File: config.mk
export PLATFORM = sky130hd
export DESIGN_NAME = fp16_unpack
export DESIGN_NICKNAME = d
export VERILOG_FILES = /design/src/rtl/fp16_pkg.sv /design/src/rtl/fp16_lzc.sv /design/src/rtl/fp16_unpack.sv
export SDC_FILE = /design/constraint.sdc
export NUM_CORES = 1
export LEC_CHECK = 0
export CORE_ASPECT_RATIO = 1.4
export CORE_UTILIZATION = 42
export CTS_CLUSTER_SIZE = 40
export DETAILED_ROUTE_END_ITERATION = 12
export GPL_TIMING_DRIVEN = 0
export HOLD_SLACK_MARGIN = 0.1
export PLACE_DENSITY = 0.74
export SYNTH_ARGS = -nofsm -noshare
export SYNTH_HDL_FRONTEND = slang
export SYNTH_SLANG_ARGS = --single-unit
File: constraint.sdc
create_clock -name clk -period 1.55 [get_ports clk]
set_input_delay 0.31 -clock clk [delete_from_list [all_inputs] [get_ports clk]]
set_output_delay 0.31 -clock clk [all_outputs]
set_load 0.01 [all_outputs]
File: src/rtl/fp16_pkg.sv
// Shared constants and FSM state type for the binary16 unpack/normalize front end.
package fp16_pkg;

  localparam logic signed [6:0] EXP_BIAS    = 7'sd15;
  localparam logic signed [6:0] EXP_ZERO    = -7'sd15;
  localparam logic signed [6:0] EXP_SPECIAL = 7'sd16;
  localparam logic signed [6:0] EXP_SUBNORM = -7'sd14;
  localparam logic [10:0]       QNAN_MANT   = 11'h400;

  typedef enum logic [1:0] {
    StIdle = 2'd0,
    StNorm = 2'd1,
    StEmit = 2'd2
  } unpack_state_e;

endpackage

File: src/rtl/fp16_lzc.sv
// Leading-zero counter over an 11-bit mantissa; an all-zero input reports 11.
module fp16_lzc (
  input  logic [10:0] value,
  output logic [3:0]  count
);

  always_comb begin
    count = 4'd11;
    // Ascending scan so the most significant set bit is the last to win.
    for (int i = 0; i < 11; i++) begin
      if (value[i]) count = 4'(10 - i);
    end
  end

endmodule

File: src/rtl/fp16_unpack.sv
// Unpacks an IEEE binary16 operand into sign / hidden-bit mantissa / unbiased exponent and
// class flags. Define FP16_UNPACK_FAST_NORM_EN to normalize subnormals in a single cycle.
module fp16_unpack
  import fp16_pkg::*;
(
  input  logic              clk,
  input  logic              rst,
  input  logic              in_valid,
  input  logic [15:0]       in_data,
  output logic              in_ready,
  input  logic              ds_ready,
  output logic              n_valid,
  output logic              sign,
  output logic [10:0]       mant,
  output logic signed [6:0] exp,
  output logic              is_nan,
  output logic              is_pinf,
  output logic              is_ninf,
  output logic              is_num
);

  unpack_state_e     state_q, state_d;
  logic              n_valid_d;
  logic              sign_d;
  logic [10:0]       mant_d;
  logic signed [6:0] exp_d;
  logic              is_nan_d, is_pinf_d, is_ninf_d, is_num_d;

  logic              in_sign;
  logic [4:0]        in_exp;
  logic [9:0]        in_frac;

  assign in_sign = in_data[15];
  assign in_exp  = in_data[14:10];
  assign in_frac = in_data[9:0];

  assign in_ready = (state_q == StIdle) && !rst;

`ifdef FP16_UNPACK_FAST_NORM_EN
  logic [3:0] lz_count;

  fp16_lzc u_lzc (
    .value ({1'b0, in_frac}),
    .count (lz_count)
  );
`endif

  always_comb begin
    state_d   = state_q;
    n_valid_d = 1'b0;
    sign_d    = sign;
    mant_d    = mant;
    exp_d     = exp;
    is_nan_d  = is_nan;
    is_pinf_d = is_pinf;
    is_ninf_d = is_ninf;
    is_num_d  = is_num;

    unique case (state_q)
      StIdle: begin
        if (in_valid && in_ready) begin
          sign_d    = in_sign;
          is_nan_d  = 1'b0;
          is_pinf_d = 1'b0;
          is_ninf_d = 1'b0;
          is_num_d  = 1'b0;
          state_d   = StEmit;
          if (in_exp == 5'd31) begin
            exp_d = EXP_SPECIAL;
            if (in_frac == 10'd0) begin
              mant_d    = 11'd0;
              is_pinf_d = !in_sign;
              is_ninf_d = in_sign;
            end else begin
              mant_d   = QNAN_MANT;
              sign_d   = 1'b1;
              is_nan_d = 1'b1;
            end
          end else if (in_exp == 5'd0 && in_frac == 10'd0) begin
            // Signed zero is a valid sqrt operand, so is_num ignores the sign here.
            mant_d   = 11'd0;
            exp_d    = EXP_ZERO;
            is_num_d = 1'b1;
          end else if (in_exp == 5'd0) begin
            is_num_d = !in_sign;
`ifdef FP16_UNPACK_FAST_NORM_EN
            mant_d = {1'b0, in_frac} << lz_count;
            exp_d  = EXP_SUBNORM - $signed({3'b000, lz_count});
`else
            mant_d  = {1'b0, in_frac};
            exp_d   = EXP_SUBNORM;
            state_d = StNorm;
`endif
          end else begin
            is_num_d = !in_sign;
            mant_d   = {1'b1, in_frac};
            exp_d    = $signed({2'b00, in_exp}) - EXP_BIAS;
          end
        end
      end
      StNorm: begin
        mant_d = {mant[9:0], 1'b0};
        exp_d  = exp - 7'sd1;
        if (mant[9]) state_d = StEmit;
      end
      StEmit: begin
        if (ds_ready) begin
          n_valid_d = 1'b1;
          state_d   = StIdle;
        end
      end
      default: state_d = StIdle;
    endcase
  end

  always_ff @(posedge clk) begin
    if (rst) begin
      state_q <= StIdle;
      n_valid <= 1'b0;
      sign    <= 1'b0;
      mant    <= 11'd0;
      exp     <= 7'sd0;
      is_nan  <= 1'b0;
      is_pinf <= 1'b0;
      is_ninf <= 1'b0;
      is_num  <= 1'b0;
    end else begin
      state_q <= state_d;
      n_valid <= n_valid_d;
      sign    <= sign_d;
      mant    <= mant_d;
      exp     <= exp_d;
      is_nan  <= is_nan_d;
      is_pinf <= is_pinf_d;
      is_ninf <= is_ninf_d;
      is_num  <= is_num_d;
    end
  end

endmodule

Word-level counts from Yosys, hierarchy flattened:

Cells that the tools add are included.

* flip-flop bits (word level): 26
* logic and storage cells: 60
* output and inout bits: 25
* input bits: 20

* reductions and logical operators: 13
* bitwise operators: 1
* $add $sub $neg: 2
* multiplexer cells: 29
* eq/ne operators: 6

Operator list (count)
* 2-to-1 mux 11 bit: 5
* 2-to-1 mux 7 bit: 4
* case mux 11 bit (2 select lines): 1
* case mux 7 bit (2 select lines): 1
* 2-to-1 mux 2 bit: 6
* 2-to-1 mux 1 bit: 11
* zero test 10 bit: 1
* subtractor 7 x 2 -> 7 bit, second input constant: 1
* case mux 2 bit (3 select lines): 1
* subtractor 5 x 4 -> 6 bit, second input constant: 1
* == test 5 bit, second input constant: 1
* zero test 5 bit: 1
* != test 2 bit, second input constant: 2
* AND reduction 2 bit: 2
* logical AND 1 bit: 3
* AND reduction 3 bit: 1
* == test 2 x 1 -> 1 bit, second input constant: 1
* == test 2 bit, second input constant: 1
* zero test 1 bit: 2
* zero test 2 bit: 1
* != test 2 x 1 -> 1 bit, second input constant: 1
* nonzero test 2 bit: 1
* OR reduction 2 bit: 1
* inverter 1 bit: 1

Logic depth before layout (Yosys ltp):

Gate-level depths: netlist (run 1).

* word-level depth: 6
* depth in mapped cells: 7
* mapped depth without buffers: 7

Worst setup path after synthesis (run 1):

OpenSTA, ideal clock, no wires.

* path kind: input port to flip-flop
* start point: input port in_data[10]
* end point: register is_num
* path slack: -0.083 ns
* data required time: 1.459 ns
* arrival time: 1.542 ns
* library setup time: 0.091 ns
* stages on the path: 7
* buffers on the path: 0
* cell sequence: ha_1 -> and3_1 -> ha_1 -> nor3_1 -> and2b_1 -> a21oi_1 -> a311oi_1

* word-level cells in the longest chain between the ends: 4
* elaborated cells between the ends (all ways): 5
* classes of those cells: eq/ne (1); mux (2); reduce/logical (2)

RTL lines
* start: declaration: line fp16_unpack.sv:9 `input logic [15:0] in_data,`
* zero test 5 bit: line fp16_unpack.sv:79, fp16_unpack.sv:84
* logical AND 1 bit: line fp16_unpack.sv:79 `end else if (in_exp == 5'd0 && in_frac == 10'd0) begin`
* 2-to-1 mux 1 bit: line fp16_unpack.sv:79
* 2-to-1 mux 1 bit *: line fp16_unpack.sv:68 `if (in_exp == 5'd31) begin`
* end signal: assignment: line fp16_unpack.sv:136 `is_num <= is_num_d;`
* end: declaration: line fp16_unpack.sv:19 `output logic is_num`

Mark *: on every way between the ends. The rest lies on a longest branch, timed or not.
A chain may end at the register's enable or synchronous reset.

Worst setup path after layout (run 1):

* start point: input port in_data[10]
* end point: register mant[4]

* word-level cells in the longest chain between the ends: 6
* elaborated cells between the ends (all ways): 7
* classes of those cells: eq/ne (1); mux (4); reduce/logical (2)

RTL lines
* zero test 5 bit: line fp16_unpack.sv:79
* logical AND 1 bit: line fp16_unpack.sv:79
* 2-to-1 mux 11 bit: line fp16_unpack.sv:79
* 2-to-1 mux 11 bit *: line fp16_unpack.sv:68
* 2-to-1 mux 11 bit *: line fp16_unpack.sv:61 `if (in_valid && in_ready) begin`
* case mux 11 bit (2 select lines) *: line fp16_unpack.sv:59 `unique case (state_q)`
* end signal: assignment: line fp16_unpack.sv:131 `mant <= mant_d;`
* end: declaration: line fp16_unpack.sv:14 `output logic [10:0] mant,`

Mark *: on every way between the ends. The rest lies on a longest branch, timed or not. The select of a mux whose other input is x is not followed.

==> results of run 1 <==
[worst min-delay path, stage by stage (launching register included)]
cell	delay, ns
dfxtp_1	0.32
nand2_1	0.05
a21oi_1	0.05
[cells in the mapped netlist, types with 2 or more instances]
cell type | number | area share [%]
nor2_1 | 18 | 4.6
clkbuf_1 | 6 | 1.5
a21oi_1 | 10 | 3.4
o211ai_1 | 2 | 1.0
xor2_1 | 2 | 1.2
nor4_1 | 2 | 0.86
inv_1 | 4 | 1.0
nand4_1 | 2 | 0.86
buf_2 | 5 | 1.7
o21ai_0 | 6 | 2.1
dfxtp_1 | 26 | 36
ha_1 | 4 | 3.4
nand2b_1 | 3 | 1.3
a31oi_1 | 6 | 2.6
nand3b_1 | 12 | 6.2
a211oi_1 | 5 | 2.6
and3_1 | 2 | 0.86
a311oi_1 | 10 | 6.0
nand2_1 | 19 | 4.9
nor3_1 | 5 | 1.7
or3_1 | 3 | 1.3
nand3_1 | 5 | 1.7
[worst paths after layout]
path	cells after the start	slack [ns]	end	startpoint
worst max-delay path	7	0.02	mant[4]$_SDFFE_PP0P_	in_data[10]
worst max register to register	5	0.06	exp[6]$_SDFFE_PP0P_	state_q[0]$_SDFFE_PP0P_
worst min-delay path	2	0.46	is_pinf$_SDFFE_PP0P_	is_pinf$_SDFFE_PP0P_
worst min register to register	2	0.46	is_pinf$_SDFFE_PP0P_	is_pinf$_SDFFE_PP0P_
[power by group]
part	switching, uW	internal, uW
clock network	229	346
registers	85.8	767
logic	381	378
[kinds of logic (layout without fill, tap and decap cells)]
family,Yosys count,after routing,synth area share (%)
and+or+nand+nor,81,81,32.2
adders and majority gates,4,4,3.44
buffers and inverters,17,72,5.59
AOI/OAI and AO/OA,46,46,21.8
DFF,26,26,35.8
xor gates and xnor gates,2,2,1.20
[state kept, by name, summed over array words and instances, names as in the netlist]
register	count
mant	11
exp	7
state_q	2
is_nan	1
is_ninf	1
is_num	1
is_pinf	1
n_valid	1
sign	1
[routing by layer]
layer / global-route usage [%] / vias to the layer above / share of wire [%]
met4: 13.5 / 0 / 3.0
met2: 44.3 / 57 / 52
met1: 28.7 / 763 / 41
met5: 0 / - / 0
met3: 3.18 / 15 / 3.6
li1: - / 766 / -
[cell type report]
cell class | count | area, um^2
Sequential cell | 26 | 529
Clock inverter | 1 | 30.0
Fill cell | 265 | 1020
Multi-Input combinational cell | 133 | 935
Tap cell | 39 | 48.8
Inverter | 4 | 15.0
Timing Repair Buffer | 51 | 484
Buffer | 13 | 113
Clock buffer | 3 | 41.3
[timing repair]
action,4_1_cts,5_1_grt
endpoints found under the setup margin,31,29
endpoints found under the hold margin,0,0
gates resized for setup,48,19
buffers inserted,6,1
pin swaps,9,3
[through the flow]
stage	hold WS, ns	instance area, um^2	setup WS (ns)
after floorplan	0.420	1470	0.000437
after global placement	0.448	1960	-1.02
after detailed placement	0.453	1960	-1.07
after CTS	0.444	2160	0.00694
after global routing	0.475	2200	-0.0461
final	0.460	2200	0.0232
==> results.md, run 1 <==
* Initial Util at 45.3%
* CTS tree: done
* Via count at about 1600
* Cell Count Post-Placement at 259
* Max Freq at approximately 650 MHz
* Vias in the first global route at roughly 1500
* Synthesized netlist cell count at between 150 and 200
* Post-route clock period utilization at 98.5%
* Crit path cell chain: clkdlybuf4s15_2 > ha_4 > and3_4 > ha_4 > clkbuf_4 > nand3b_1 > a311oi_1
* YS warnings at 0
* Power, Total at 2190 uW
* Total Nets Final at 256
* Synth async-reset ratio at 0%
* Finished Layout Cells at 270
* RSZ-0062 raised after global routing: yes
* Wire per inst at between 15 and 20 um
* Number of port buffers at 44
* Max Buffers Root-to-Sink at 2
* # DRC at 0
* Syn nets at 200
* Synth cell types at between 40 and 50
* Setup CP Type: primary input to register
* Final ANT Viol Nets at 0
* Prevailing post-synth register cell: dfxtp_1
* Critical path data required time at ~1.7 ns
* Pwr Density at approximately 1000 mW/mm^2
* Clock sinks at 26
* Initial DRC count at 65
* Antenna violations before repair at 0
* P_leak at 0.000924 uW
* Worst ir drop on vdd at around 840 uV
* Root Driver: clkbuf_8
* Pin count of the biggest net entering global routing at 16
* Setup TNS Final at 0 ns
* Yosys reg bits at 26
* Syn Area/Cell at 8.27 um^2
* Synth Cell Area at 0.00146 mm^2
* Max-cap violations at 0
* Crit path buffers/inverters at 2
* CP max FO at 10
* Cts hold-fix bufs at 0
* Most common cell after layout, fill and taps aside: clkdlybuf4s50_1
* Final hold violation count at 0
* Post-layout min period at 1.53 ns
* H-tree Lvls at 1
* Worst EP arrival at about 1.7 ns
* Setup violators final at 0
* Vias/cell at between 5 and 6
* Crit start category: primary input
* Later-pin clock latency in the skew report at 0.28 ns
* Rows at 24
* Congestion Overflow GR at 0
* Core area at 0.00321 mm^2
* Slowest library cell on the worst path: a311oi_1
* Commonest non-fill, non-tap cells in the layout: clkdlybuf4s50_1, nand2_1, dfxtp_1, nor2_1, nand3b_1
* Slew @ Worst Pin at about 0.53 ns
* Tot GR Track Use at between 20% and 30%
* Slew headroom at between 60% and 70%
* P&R area growth vs syn at 50.9%
* Core Util, Final at roughly 68%
* Die X at 51.7 um
* Post-synthesis sequential area ratio at 35.8%
* TritonCTS buffer count at 3
* IO Pins at 45
* HP Class: register to register
* Post-Route WL at 4480 um
* ANT cells at 0
* Routability cong. at approximately 0.84
* Status: completed
* Final Slew Violations at 0
* Worst path most repeated cell: ha_4
* Final setup skew at 0.00688 ns
* Post-synth EDFFs at 0
* Crit path capture type: register
* CP delay by family, top: buffers and inverters
* Initial DRT Pass Iterations at 4
* First-pass GRT wire length at 7040 um
* Clock slew at reported path FFs at 0.10 ns
* Ratio of cells with drive above 1 in the final layout at 21.6%
* Die ar. at between 0.003 and 0.004 mm^2
* Crit-path max cell delay at 0.29 ns
* DPL Wire Length at 3190 um
* Die Span Y at roughly 72 um
Note: power is estimated with default switching activity, not from simulation.
==> inputs of run 2 (changes only) <==
CTS_CLUSTER_DIAMETER = 200   (was unset)
==> results of run 2 <==
No change in the layout: final DEF, timing and power equal those of run 1.
